## config.mk

```make
export PLATFORM = sky130hd
export DESIGN_NAME = jk_bank_sequencer_flat
export DESIGN_NICKNAME = d
export VERILOG_FILES = /design/src/rtl/jk_bank_sequencer_if.sv /design/src/rtl/jk_bank_sequencer.sv /design/src/flat_wrapper.sv
export SDC_FILE = /design/constraint.sdc
export NUM_CORES = 1
export LEC_CHECK = 0
export BUFFER_PORTS_ARGS = -buffer_cell sky130_fd_sc_hd__buf_2
export CAP_MARGIN = 20
export CORE_MARGIN = 2
export CORE_UTILIZATION = 55
export CTS_BUF_LIST = sky130_fd_sc_hd__clkbuf_8
export DETAILED_ROUTE_END_ITERATION = 8
export HOLD_SLACK_MARGIN = 0.08
export PLACE_DENSITY = 0.79
export SLEW_MARGIN = 10
export SYNTH_ARGS = -nofsm -noshare
export SYNTH_HDL_FRONTEND = slang
export SYNTH_SLANG_ARGS = --single-unit
```

## constraint.sdc

```tcl
create_clock -name clk -period 2.48 [get_ports clk]
set_input_delay 0.372 -clock clk [delete_from_list [all_inputs] [get_ports clk]]
set_output_delay 0.372 -clock clk [all_outputs]
set_load 0.01 [all_outputs]
```

## src/rtl/jk_bank_sequencer_if.sv

```systemverilog
// Command handshake and bank-status bundle for jk_bank_sequencer.
interface jk_bank_sequencer_if #(
   parameter int unsigned WIDTH = 8,
   parameter int unsigned CNT_W = 8
);
   logic             cmd_valid;
   logic             cmd_ready;
   logic [2:0]       cmd_op;
   logic [WIDTH-1:0] cmd_data;
   logic [CNT_W-1:0] cmd_len;
   logic [WIDTH-1:0] j_out;
   logic [WIDTH-1:0] k_out;
   logic [WIDTH-1:0] q;
   logic             busy;
   logic             done;

   modport master (
      output cmd_valid, cmd_op, cmd_data, cmd_len,
      input  cmd_ready, j_out, k_out, q, busy, done
   );

   modport slave (
      input  cmd_valid, cmd_op, cmd_data, cmd_len,
      output cmd_ready, j_out, k_out, q, busy, done
   );
endinterface

```

## src/rtl/jk_bank_sequencer.sv

```systemverilog
// Command-driven sequencer driving a WIDTH-bit JK flip-flop bank, one update per clock.
// Optional JK_BANK_PARITY_EN adds q_parity and err_illegal outputs.
module jk_bank_sequencer #(
   parameter int unsigned WIDTH = 8,
   parameter int unsigned CNT_W = 8
) (
   input  logic clk,
   input  logic rst,
`ifdef JK_BANK_PARITY_EN
   output logic q_parity,
   output logic err_illegal,
`endif
   jk_bank_sequencer_if.slave bus
);

   typedef enum logic [1:0] {
      ST_IDLE = 2'd0,
      ST_EXEC = 2'd1,
      ST_DONE = 2'd2
   } state_e;

   typedef enum logic [2:0] {
      OP_NOP    = 3'b000,
      OP_LOAD   = 3'b001,
      OP_CLEAR  = 3'b010,
      OP_SET    = 3'b011,
      OP_TOGGLE = 3'b100,
      OP_COUNT  = 3'b101,
      OP_SHIFT  = 3'b110,
      OP_ILL    = 3'b111
   } op_e;

   localparam logic [CNT_W-1:0] CNT_ONE = CNT_W'(1);

   state_e           state_q;
   op_e              op_q;
   logic [WIDTH-1:0] data_q;
   logic [CNT_W-1:0] cnt_q;
   logic [WIDTH-1:0] q_q;
   logic             busy_q;
   logic             done_q;
   logic [WIDTH-1:0] j_c;
   logic [WIDTH-1:0] k_c;
   logic [WIDTH-1:0] q_d;
   logic             multi_c;

   // Bit i toggles on increment iff every lower bit is one.
   function automatic logic [WIDTH-1:0] carry_mask(input logic [WIDTH-1:0] v);
      logic [WIDTH-1:0] m;
      m    = '0;
      m[0] = 1'b1;
      for (int unsigned i = 1; i < WIDTH; i++) begin
         m[i] = m[i-1] & v[i-1];
      end
      return m;
   endfunction

   function automatic logic [WIDTH-1:0] shift_in(input logic [WIDTH-1:0] v, input logic sin);
      logic [WIDTH-1:0] s;
      s    = '0;
      s[0] = sin;
      for (int unsigned i = 1; i < WIDTH; i++) begin
         s[i] = v[i-1];
      end
      return s;
   endfunction

   assign multi_c = (op_q == OP_COUNT) || (op_q == OP_SHIFT);

   // J/K drive is only non-zero while executing; a zero step count forces no update.
   always_comb begin
      j_c = '0;
      k_c = '0;
      if (state_q == ST_EXEC) begin
         case (op_q)
            OP_LOAD: begin
               j_c = data_q;
               k_c = ~data_q;
            end
            OP_CLEAR:  k_c = '1;
            OP_SET:    j_c = '1;
            OP_TOGGLE: begin
               j_c = data_q;
               k_c = data_q;
            end
            OP_COUNT: begin
               if (cnt_q != '0) begin
                  j_c = carry_mask(q_q);
                  k_c = carry_mask(q_q);
               end
            end
            OP_SHIFT: begin
               if (cnt_q != '0) begin
                  j_c = shift_in(q_q, data_q[0]);
                  k_c = ~shift_in(q_q, data_q[0]);
               end
            end
            OP_NOP, OP_ILL: ;
         endcase
      end
   end

   assign q_d = (j_c & ~q_q) | (~k_c & q_q);

   // Bank, sequencing state and registered status.
   always_ff @(posedge clk or posedge rst) begin
      if (rst) begin
         state_q <= ST_IDLE;
         op_q    <= OP_NOP;
         data_q  <= '0;
         cnt_q   <= '0;
         q_q     <= '0;
         busy_q  <= 1'b0;
         done_q  <= 1'b0;
`ifdef JK_BANK_PARITY_EN
         q_parity    <= 1'b0;
         err_illegal <= 1'b0;
`endif
      end else begin
         q_q    <= q_d;
         busy_q <= 1'b0;
         done_q <= 1'b0;
`ifdef JK_BANK_PARITY_EN
         q_parity    <= ^q_d;
         err_illegal <= 1'b0;
`endif
         case (state_q)
            ST_IDLE: begin
               if (bus.cmd_valid) begin
                  op_q    <= op_e'(bus.cmd_op);
                  data_q  <= bus.cmd_data;
                  cnt_q   <= bus.cmd_len;
                  state_q <= ST_EXEC;
                  busy_q  <= 1'b1;
               end
            end
            ST_EXEC: begin
               if (cnt_q != '0) begin
                  cnt_q <= cnt_q - CNT_ONE;
               end
               if (multi_c && (cnt_q > CNT_ONE)) begin
                  busy_q <= 1'b1;
               end else begin
                  state_q <= ST_DONE;
                  done_q  <= 1'b1;
`ifdef JK_BANK_PARITY_EN
                  err_illegal <= (op_q == OP_ILL);
`endif
               end
            end
            ST_DONE: state_q <= ST_IDLE;
            default: state_q <= ST_IDLE;
         endcase
      end
   end

   assign bus.cmd_ready = (state_q == ST_IDLE);
   assign bus.j_out     = j_c;
   assign bus.k_out     = k_c;
   assign bus.q         = q_q;
   assign bus.busy      = busy_q;
   assign bus.done      = done_q;

endmodule

```

## src/flat_wrapper.sv

```systemverilog
// flat-port wrapper written by rule: the top's interface ports become plain ports
module jk_bank_sequencer_flat 
#(
   parameter int unsigned WIDTH = 8,
   parameter int unsigned CNT_W = 8
)
  (clk, rst, bus_cmd_valid, bus_cmd_op, bus_cmd_data, bus_cmd_len, bus_cmd_ready, bus_j_out, bus_k_out, bus_q, bus_busy, bus_done);
  jk_bank_sequencer_if #(.WIDTH(WIDTH), .CNT_W(CNT_W)) bus_i ();
  input  logic clk;
  input  logic rst;
  input wire logic [$bits(bus_i.cmd_valid)-1:0] bus_cmd_valid;
  input wire logic [$bits(bus_i.cmd_op)-1:0] bus_cmd_op;
  input wire logic [$bits(bus_i.cmd_data)-1:0] bus_cmd_data;
  input wire logic [$bits(bus_i.cmd_len)-1:0] bus_cmd_len;
  output wire logic [$bits(bus_i.cmd_ready)-1:0] bus_cmd_ready;
  output wire logic [$bits(bus_i.j_out)-1:0] bus_j_out;
  output wire logic [$bits(bus_i.k_out)-1:0] bus_k_out;
  output wire logic [$bits(bus_i.q)-1:0] bus_q;
  output wire logic [$bits(bus_i.busy)-1:0] bus_busy;
  output wire logic [$bits(bus_i.done)-1:0] bus_done;
  assign bus_i.cmd_valid = bus_cmd_valid;
  assign bus_i.cmd_op = bus_cmd_op;
  assign bus_i.cmd_data = bus_cmd_data;
  assign bus_i.cmd_len = bus_cmd_len;
  assign bus_cmd_ready = bus_i.cmd_ready;
  assign bus_j_out = bus_i.j_out;
  assign bus_k_out = bus_i.k_out;
  assign bus_q = bus_i.q;
  assign bus_busy = bus_i.busy;
  assign bus_done = bus_i.done;
  jk_bank_sequencer #(.WIDTH(WIDTH), .CNT_W(CNT_W)) u_core (.clk(clk), .rst(rst), .bus(bus_i));
endmodule
```

==> results of run 1 <==
==> timing repair <==
item / in CTS / in global routing
setup buffers: 0 / 4
hold endpoints to repair: 0 / 0
hold buffers: 0 / 0
endpoints found under the setup margin: 16 / 13
pin swaps: 2 / 9
resized for setup: 5 / 12
cloned: 1 / 0
==> flip-flops by register name, summed over array words and instances, names as in the netlist <==
signal / count
u_core.bus.q: 8
u_core.cnt_q: 8
u_core.data_q: 8
u_core.op_q: 3
u_core.state_q: 2
u_core.bus.busy: 1
u_core.bus.done: 1
==> report_power, final <==
part | internal, W | leakage, nW | switching, W
logic | 0.000948 | 0.773 | 0.00116
clock network | 0.000249 | 0.0557 | 0.000185
registers | 0.000760 | 0.370 | 0.000366
==> per-stage QoR <==
step	cells	cell area (um2)	util, %	hold WS (ps)	setup WS [ps]
finish	349	2660	72.8	157	42.8
global placement	336	2440	66.6	461	87.5
CTS	345	2580	70.5	178	11.7
floorplan	240	2090	-	476	281
global route	349	2660	72.8	223	-59.3
detailed placement	336	2440	66.6	462	28.1
==> worst max path at each step <==
stage / startpoint / end / cells after the start / slack [ps]
CTS: u_core.cnt_q[1] / bus_j_out[7] / 8 / 10
global placement: u_core.cnt_q[1] / bus_k_out[3] / 8 / 90
detailed placement: u_core.cnt_q[1] / bus_k_out[3] / 8 / 30
floorplan: u_core.cnt_q[0] / bus_j_out[7] / 7 / 280
finish: u_core.cnt_q[1] / bus_j_out[7] / 8 / 40
global route: u_core.cnt_q[1] / bus_k_out[3] / 8 / -60
==> critical path, cell delays in order (launching register included) <==
cell and delay, ps:
dfrtp_1 370, inv_2 70, ha_4 170, nor3b_4 160, a2111oi_4 430, nand2_2 130
a311o_1 290, inv_1 50, buf_2 110
==> cells by family after synthesis <==
logic type / after synthesis
compound gates: 91
buf+inv: 27
simple gates: 74
flops: 31
mux: 15
fa+ha+maj: 2
==> layout by cell type, fill, tap and decap left out, drive strengths merged, types with 2 or more instances in the layout <==
master | synthesis | routed
buf | 8 | 68
dfrtp | 31 | 31
nor2 | 27 | 27
o21ai | 24 | 24
a21oi | 20 | 20
nand2 | 14 | 14
mux2 | 12 | 12
inv | 10 | 11
a31oi | 8 | 8
clkbuf | 8 | 7
nand2b | 6 | 6
a22oi | 6 | 6
nand3 | 5 | 5
a211oi | 5 | 5
nor3b | 3 | 4
nor2b | 3 | 3
or3 | 3 | 3
mux2i | 3 | 3
a21o | 3 | 3
a311o | 3 | 3
and2 | 3 | 3
nor4 | 3 | 3
a221oi | 3 | 3
o21bai | 2 | 2
nor3 | 2 | 2
o211ai | 2 | 2
a311oi | 2 | 2
o21a | 2 | 2
a211o | 2 | 2
ha | 2 | 2
==> layer usage <==
layer / track usage (%) / share of wire, % / vias to the layer above
li1: - / - / 1003
met4: 9.11 / 0.65 / 0
met5: 0 / 0 / -
met2: 43.9 / 49 / 95
met3: 4.79 / 7.4 / 8
met1: 34.8 / 43 / 1025
==> final cells by class <==
class	instances	area [um2]
clock buffer	7	96.3
clock inverter	1	3.75
fill	283	997
inverter	11	41.3
multi-input combinational	183	1290
sequential	31	778
tap	48	60.1
timing repair buffer	68	397
==> cells in the mapped netlist (5+ instances only) <==
master / number
a211oi_1: 5
a21oi_1: 19
a22oi_1: 6
a31oi_1: 8
buf_2: 7
clkbuf_1: 7
dfrtp_1: 31
inv_1: 10
mux2_2: 12
nand2_1: 12
nand2b_1: 6
nand3_1: 5
nor2_1: 27
o21ai_0: 21
==> qor.txt, run 1 <==
synthesis warning total: 0
Synth Area in Adders: 1.20%
Post-synth ARST share: 100%
r2r startpoint: u_core.cnt_q[1]
crit path launch type: flip-flop
power density cells: 1380 nW/um2
number of synthesized flops with an enable pin: 0
first-pass GRT wire length: 8820 um
DRC: 0
sequential-to-total area share from yosys stat: 37.1%
core area: 3660 um2
number of buffers created by CTS: 5
Synth Area in Compound Gates: 29.0%
Tmin final: 2440 ps
share of cells above drive strength 1: 36.2%
vias per inst: 6.11
Worst-path clk slew: 60 ps
total I/O pin count: 49
Synth Register Bits: 31
Pwr Total: 0.00367 W
post-synthesis xor/xnor area fraction: 0%
Avg WL per Cell: 15.8 um
largest area contributor in the netlist: dfrtp_1
Worst Tran Pin Value: 767 ps
status: complete, no violations
r2r endpoint: u_core.cnt_q[0]
count of different cell masters after synthesis: 52
worst min-delay path category: primary input to async pin
Final period util: 98.3%
setup TNS: 0 ps
slew margin rel.: 48.8%
Synth area leaders: dfrtp_1, mux2_2, o21ai_0
CTS Sinks: 31
combinational family with the most area after synthesis: compound AO/OA/AOI/OAI gates
Synth Flop Type: dfrtp_1
Detailed Route WL: 5530 um
Crit. End Element: primary output
CP Data Arrival Time: 2070 ps
multiplexer area fraction after synthesis: 7.89%
area of the die: 4320 um2
DP HPWL: 3840 um
largest net degree at the start of global routing: 32
global route overflow: 0
R2R setup slack: 490 ps
Die Width: 65.7 um
vias in the first global route: 1,939
Worst R2R Path Depth: 10
gpl congestion: 0.968
DRT iter0 DRCs: 227
clock tree buffer depth: 2
Max Clock Freq: 410 MHz
NumNets Final: 324
Max-Cap Viols: 0
Syn-to-layout area delta: 27.3%
clk root buf: clkbuf_8
Mapped Area: 2090 um2
row count: 22
CTS tree: done
Final Hold Viols: 0
worst-path maximum fanout: 4
Pre-Repair DR Iteration Count: 5
final setup vio count: 0
Mapped Nets: 264
Synth top area share: 37.1%
Avg Inst Size Synth: 8.72 um2
GRT Total Usage: 26.5%
Port-buffer cells: 48
setup repair after global routing missed its margin: true
clock skew: 5.17 ps
WS Path Type: flip-flop to primary output
Vias: 2,131
initial antenna violation count: 0
Die Ht: 65.7 um
Final ANT Viol Nets: 0
Critical Path RT: 2110 ps
leakage: 1.20 nW
clk_lat worst skew: 280 ps
Pins Over Slew Limit: 0
Post-Synth Simple-Gate Area: 19.4%
htree depth: 2
Starting Density: 57.2%
diode count: 0
VDD IR max: 0.000846 V
Syn Inst Count: 240
Note: power is estimated with default switching activity, not from simulation.
==> run 2: changes to the inputs <==
- ABC_AREA: not set -> 1
- PLACE_DENSITY: 0.79 -> 0.8
==> run 2 against run 1 <==
Compared with the run above: sequential share of layout area increased by 3.0 points; worst setup slack improved by 220 ps; die area decreased by 2.4%; first-iteration DRC count decreased by 60%; critical path type unchanged; final area decreased by 9.6%; combinational power decreased by 17%; hold slack got worse by 6.4 ps; clock power decreased by 11%; fmax increased by 9.8%; largest cell class unchanged; critical endpoint unchanged; clock skew increased by 5.6 ps.
==> qor.txt, run 2 <==
Synth top area share: 38.0%
Fillers: 328
Setup WS post-layout: 260 ps
Final period util: 89.5%
synthesis warning total: 0
Post-Layout Cell Count: 407
Avg Inst Size Synth: 6.63 um2
Max Clock Freq: 450 MHz
Synth Area in Compound Gates: 13.5%
power density cells: 1290 nW/um2
Vias: 2,063
Post-synth top cells: nand2_1, inv_1, dfrtp_1
CTS tree: done
Critical Path RT: 2110 ps
post-synthesis xor/xnor area fraction: 0%
Tmin final: 2220 ps
number of buffers created by CTS: 5
Crit. End Element: primary output
slew margin rel.: 72.7%
clock skew: 10.8 ps
most frequent CP cell: nand2_1
Die Width: 64.9 um
Syn-to-layout area delta: 18.0%
Buf+Inv Stages, Crit Path: 4
clock group share of total power: 12.5%
status: complete, no violations
Sw Share: 50.1%
Detailed Route WL: 4700 um
VDD IR max: 0.000755 V
worst-path maximum fanout: 12
hold buffer count at CTS: 0
R2R setup slack: 690 ps
Slowest-stage cell, CP: dfrtp_1
Pwr Total: 0.00311 W
Pins Over Slew Limit: 0
worst min-delay path category: primary input to async pin
initial antenna violation count: 0
Psw: 0.00156 W
Hold WS: 150 ps
Final ANT Viol Nets: 0
most numerous cell in the Yosys netlist: nand2_1
placed cell count: 399
share of cells above drive strength 1: 20.6%
final setup vio count: 0
area of the die: 4210 um2
Worst-path clk slew: 70 ps
Avg WL per Cell: 11.5 um
diode count: 0
row count: 22
CTS Sinks: 31
Syn Inst Count: 308
clk root buf: clkbuf_8
clk_lat worst skew: 290 ps
setup repair after global routing missed its margin: false
Die Ht: 64.9 um
largest area contributor in the netlist: dfrtp_1
Mapped Area: 2040 um2
Power Internal: 0.00155 W
Final Hold Viols: 0
vias in the first global route: 1,980
GRT Total Usage: 24.8%
Worst Setup SP: u_core.cnt_q[0]
NumNets Final: 382
htree depth: 2
crit-path cells: inv_1, ha_1, nand2_2, nor2_4, nor2_4, nand2_1, nand2_1, inv_1, nand2_1, nand2_1, inv_1, buf_2
Worst Tran Pin Value: 409 ps
count of different cell masters after synthesis: 27
core area: 3610 um2
Post-synth ARST share: 100%
most common cell after layout, fill and taps aside: nand2_1
WS Path Type: flip-flop to primary output
DRT iter0 DRCs: 91
delay-heaviest family, CP: simple AND/OR/NAND/NOR gates
Post-Synth Simple-Gate Area: 34.3%
first-pass GRT wire length: 8200 um
Starting Density: 56.6%
Synth area leaders: dfrtp_1, nand2_1, inv_1
global route overflow: 0
number of synthesized flops with an enable pin: 0
crit path launch type: flip-flop
Mapped Nets: 332
Synth Area in Adders: 1.23%
setup TNS: 0 ps
vias per inst: 5.07
Synth Flop Type: dfrtp_1
Port-buffer cells: 48
Pre-Repair DR Iteration Count: 4
Slowest Stage Delay on Critical Path: 360 ps
multiplexer area fraction after synthesis: 0%
Synth Register Bits: 31
most frequent cells in the layout: nand2_1, inv_1, buf_2
combinational family with the most area after synthesis: simple AND/OR/NAND/NOR gates
clock tree buffer depth: 2
sequential-to-total area share from yosys stat: 38.0%
sequential power share: 31.3%
CP Data Arrival Time: 1850 ps
r2r startpoint: u_core.cnt_q[0]
Comb pwr share: 56.2%
gpl congestion: 0.878
worst slack, placed: 431 ps
DP HPWL: 3500 um
Max-Cap Viols: 0
DRC: 0
largest net degree at the start of global routing: 34
leakage: 1.43 nW
total I/O pin count: 49
run 2: cell count changes in the layout (fill, tap and decap cells not counted), moves of 4 or more:
cell	previous run	this run
mux2_2	12	0
nor2_1	27	20
buf_4	20	3
nand2b_1	5	0
a211oi_1	4	0
o21ai_0	21	29
inv_1	9	55
nand2_1	12	92
a22oi_1	5	1
a31oi_1	7	2
nand3_1	5	30
run 2: worst reg2reg max path, cell delays in order, from the launching register on:
cell and delay, ps:
dfrtp_1 360, inv_1 70, ha_1 240, nand2_2 130
nor2_4 80, o21ai_2 350, inv_1 190, a21oi_1 160
o21ai_0 90
run 2: repair_timing:
action,in CTS,in global routing
gates resized for setup,0,1
endpoints found under the hold margin,0,0
setup buffers,0,0
endpoints found under the setup margin,0,7
run 2: metal layers:
metal / GRT usage [%] / routed length, um / vias up
met5: 0 / 0 / -
met4: 9.04 / 70 / 0
met3: 5.56 / 197 / 8
met2: 44.8 / 2490 / 56
met1: 28.4 / 1940 / 935
li1: - / - / 1064
run 2: metrics by stage:
stage	instance area [um2]	util, %
after floorplan	2040	-
after global placement	2320	64.3
after detailed placement	2320	64.3
after CTS	2400	66.7
after global routing	2410	66.8
final	2410	66.8
run 2: power groups by stage:
stage | combinational (W) | sequential [W] | clock (W)
detailed placement | 0.00174 | 0.000977 | 0
global route | 0.00201 | 0.00101 | 0.000423
finish | 0.00175 | 0.000975 | 0.000387
global placement | 0.00170 | 0.000973 | 0
floorplan | 0.00128 | 0.000962 | 0
CTS | 0.00175 | 0.000970 | 0.000395
run 2: final cells by class:
type / instances / area [um2] / area share (%)
clock buffers: 5 / 68.8 / 2.86
clock inverters: 3 / 16.3 / 0.675
inverters: 58 / 218 / 9.04
multi-input cells: 211 / 1010 / 41.8
flip-flops and latches: 31 / 776 / 32.2
well taps: 48 / 60.1 / 2.49
repair buffers: 51 / 263 / 10.9
run 2: logic make-up (layout without fill, tap and decap cells):
group	count (synthesis)	in the layout
buf+inv	66	117
flops	31	31
simple gates	157	157
compound gates	52	52
fa+ha+maj	2	2
run 2: path summary, 6_finish.rpt:
kind / end / depth (start not counted)
max in group asynchronous: u_core.bus.q[1] / 3
worst max-delay path: bus_j_out[7] / 12
worst min-delay path: u_core.cnt_q[2] / 3
min in group clk: u_core.data_q[7] / 3
worst max register to register: u_core.cnt_q[5] / 8
worst min register to register: u_core.bus.q[7] / 2
==> run 3: changes to the inputs <==
- CORE_UTILIZATION: 55 -> 45
- PLACE_DENSITY: 0.8 -> 0.67
==> run 3 against run 2 <==
Compared with the run above: largest cell class unchanged; die area increased by 21%; critical path type unchanged; combinational power about the same; global-route usage is 4.4 points lower; clock-buffer cell count grew 2; worst setup slack got worse by 23 ps; non-clock buffer count is the same; hold slack worse by 3.9 ps; sequential share of layout area down 0.31 points.
==> qor.txt, run 3 (synthesis gave the netlist of run 2 again) <==
GRT Total Usage: 20.4%
final setup vio count: 0
Worst-path clk slew: 70 ps
setup TNS: 0 ps
Starting Density: 46.9%
Syn-to-layout area delta: 19.2%
Tmin final: 2240 ps
crit path launch type: flip-flop
VDD IR max: 0.000479 V
first-pass GRT wire length: 8300 um
Die Width: 71.3 um
CTS tree: done
share of cells above drive strength 1: 20.9%
Critical Path RT: 2110 ps
Final ANT Viol Nets: 0
CP Data Arrival Time: 1870 ps
setup repair after global routing missed its margin: false
Pre-Repair DR Iteration Count: 4
clk root buf: clkbuf_8
Final Hold Viols: 0
Avg WL per Cell: 11.5 um
WS Path Type: flip-flop to primary output
Detailed Route WL: 4710 um
number of buffers created by CTS: 5
placed cell count: 403
setup bufs post-CTS: 0
DP HPWL: 3530 um
worst min-delay path category: primary input to async pin
Max-Cap Viols: 0
CTS Sinks: 31
htree depth: 2
DP Area: 2320 um2
Pins Over Slew Limit: 0
Max Clock Freq: 446 MHz
largest net degree at the start of global routing: 34
vias per inst: 4.81
clk_lat worst skew: 300 ps
Die Ht: 71.3 um
status: complete, no violations
Finished Cell Area: 2430 um2
global route overflow: 0
area of the die: 5090 um2
DRT iter0 DRCs: 101
most common cell after layout, fill and taps aside: nand2_1
Worst Tran Pin Value: 417 ps
Post-Layout Cell Count: 411
Port-buffer cells: 48
most frequent cells in the layout: nand2_1, inv_1, buf_2
initial antenna violation count: 0
leakage: 1.44 nW
core area: 4350 um2
NumNets Final: 382
Vias: 1,976
power density cells: 1300 nW/um2
DRC: 0
vias in the first global route: 1,925
hold buffer count at CTS: 0
worst-path maximum fanout: 12
clock skew: 6.02 ps
Fillers: 451
clock tree buffer depth: 2
row count: 24
gpl congestion: 0.856
diode count: 0
Crit. End Element: primary output
total I/O pin count: 49
slew margin rel.: 72.2%
Final period util: 90.5%
[run 3: cell count changes in the layout (fill, tap and decap cells not counted)]
cell,delta
inv_1,-1
clkinv_2,-1
clkbuf_8,+2
[run 3: report_power, final]
group	total, W	leakage (nW)	internal [W]	switching (W)
Combinational	0.00173	1.01	0.000613	0.00112
Clock	0.000460	0.0505	0.000252	0.000207
Sequential	0.000975	0.383	0.000747	0.000228
Total	0.00316	1.44	0.00161	0.00155
[run 3: final timing paths]
path	startpoint	depth (start not counted)	slack, ps	end
worst max-delay path	u_core.cnt_q[0]	12	240	bus_j_out[7]
worst min register to register	u_core.bus.q[7]	2	490	u_core.bus.q[7]
worst min-delay path	rst	3	150	u_core.bus.done
worst max register to register	u_core.cnt_q[0]	8	690	u_core.cnt_q[7]
min in group clk	bus_cmd_op[0]	3	280	u_core.op_q[0]
max in group asynchronous	rst	3	2040	u_core.bus.q[3]
[run 3: worst max-delay path, cell delays in order (launching register included)]
cell,delay (ps)
dfrtp_1,360
inv_1,70
ha_1,230
nand2_2,130
nor2_4,80
nor2_4,230
nand2_1,80
nand2_1,60
inv_1,30
nand2_1,60
nand2_1,50
inv_1,50
buf_2,110
[run 3: layout make-up]
class / count / area, um2 / share of cell area, %
clock buffers: 7 / 96.3 / 3.96
clock inverters: 1 / 7.51 / 0.309
inverters: 58 / 218 / 8.95
multi-input cells: 211 / 1010 / 41.4
flip-flops and latches: 31 / 776 / 31.9
well taps: 52 / 65.1 / 2.67
repair buffers: 51 / 263 / 10.8
[run 3: per-layer routing]
metal  track usage (%)  vias up  routed length, um
li1                  -     1060                  -
met2              35.6       44               2410
met5                 0        -                  0
met4              6.29        0                 63
met1              24.8      866               2020
met3              4.78        6                211
[run 3: repair_timing]
| item | 4_1_cts | 5_1_grt |
|---|---|---|
| gates resized for setup | 0 | 1 |
| endpoints found under the setup margin | 0 | 11 |
| endpoints found under the hold margin | 0 | 0 |
[run 3: per-stage QoR]
stage               utilization (%)  worst slack, ps  hold WS [ps]  total power, W
global route                   55.9             21.4           188         0.00350
finish                         55.9              237           146         0.00316
floorplan                         -              764           476         0.00224
CTS                            55.7             89.3           155         0.00319
detailed placement             53.4              418           478         0.00272
global placement               53.4              474           472         0.00271
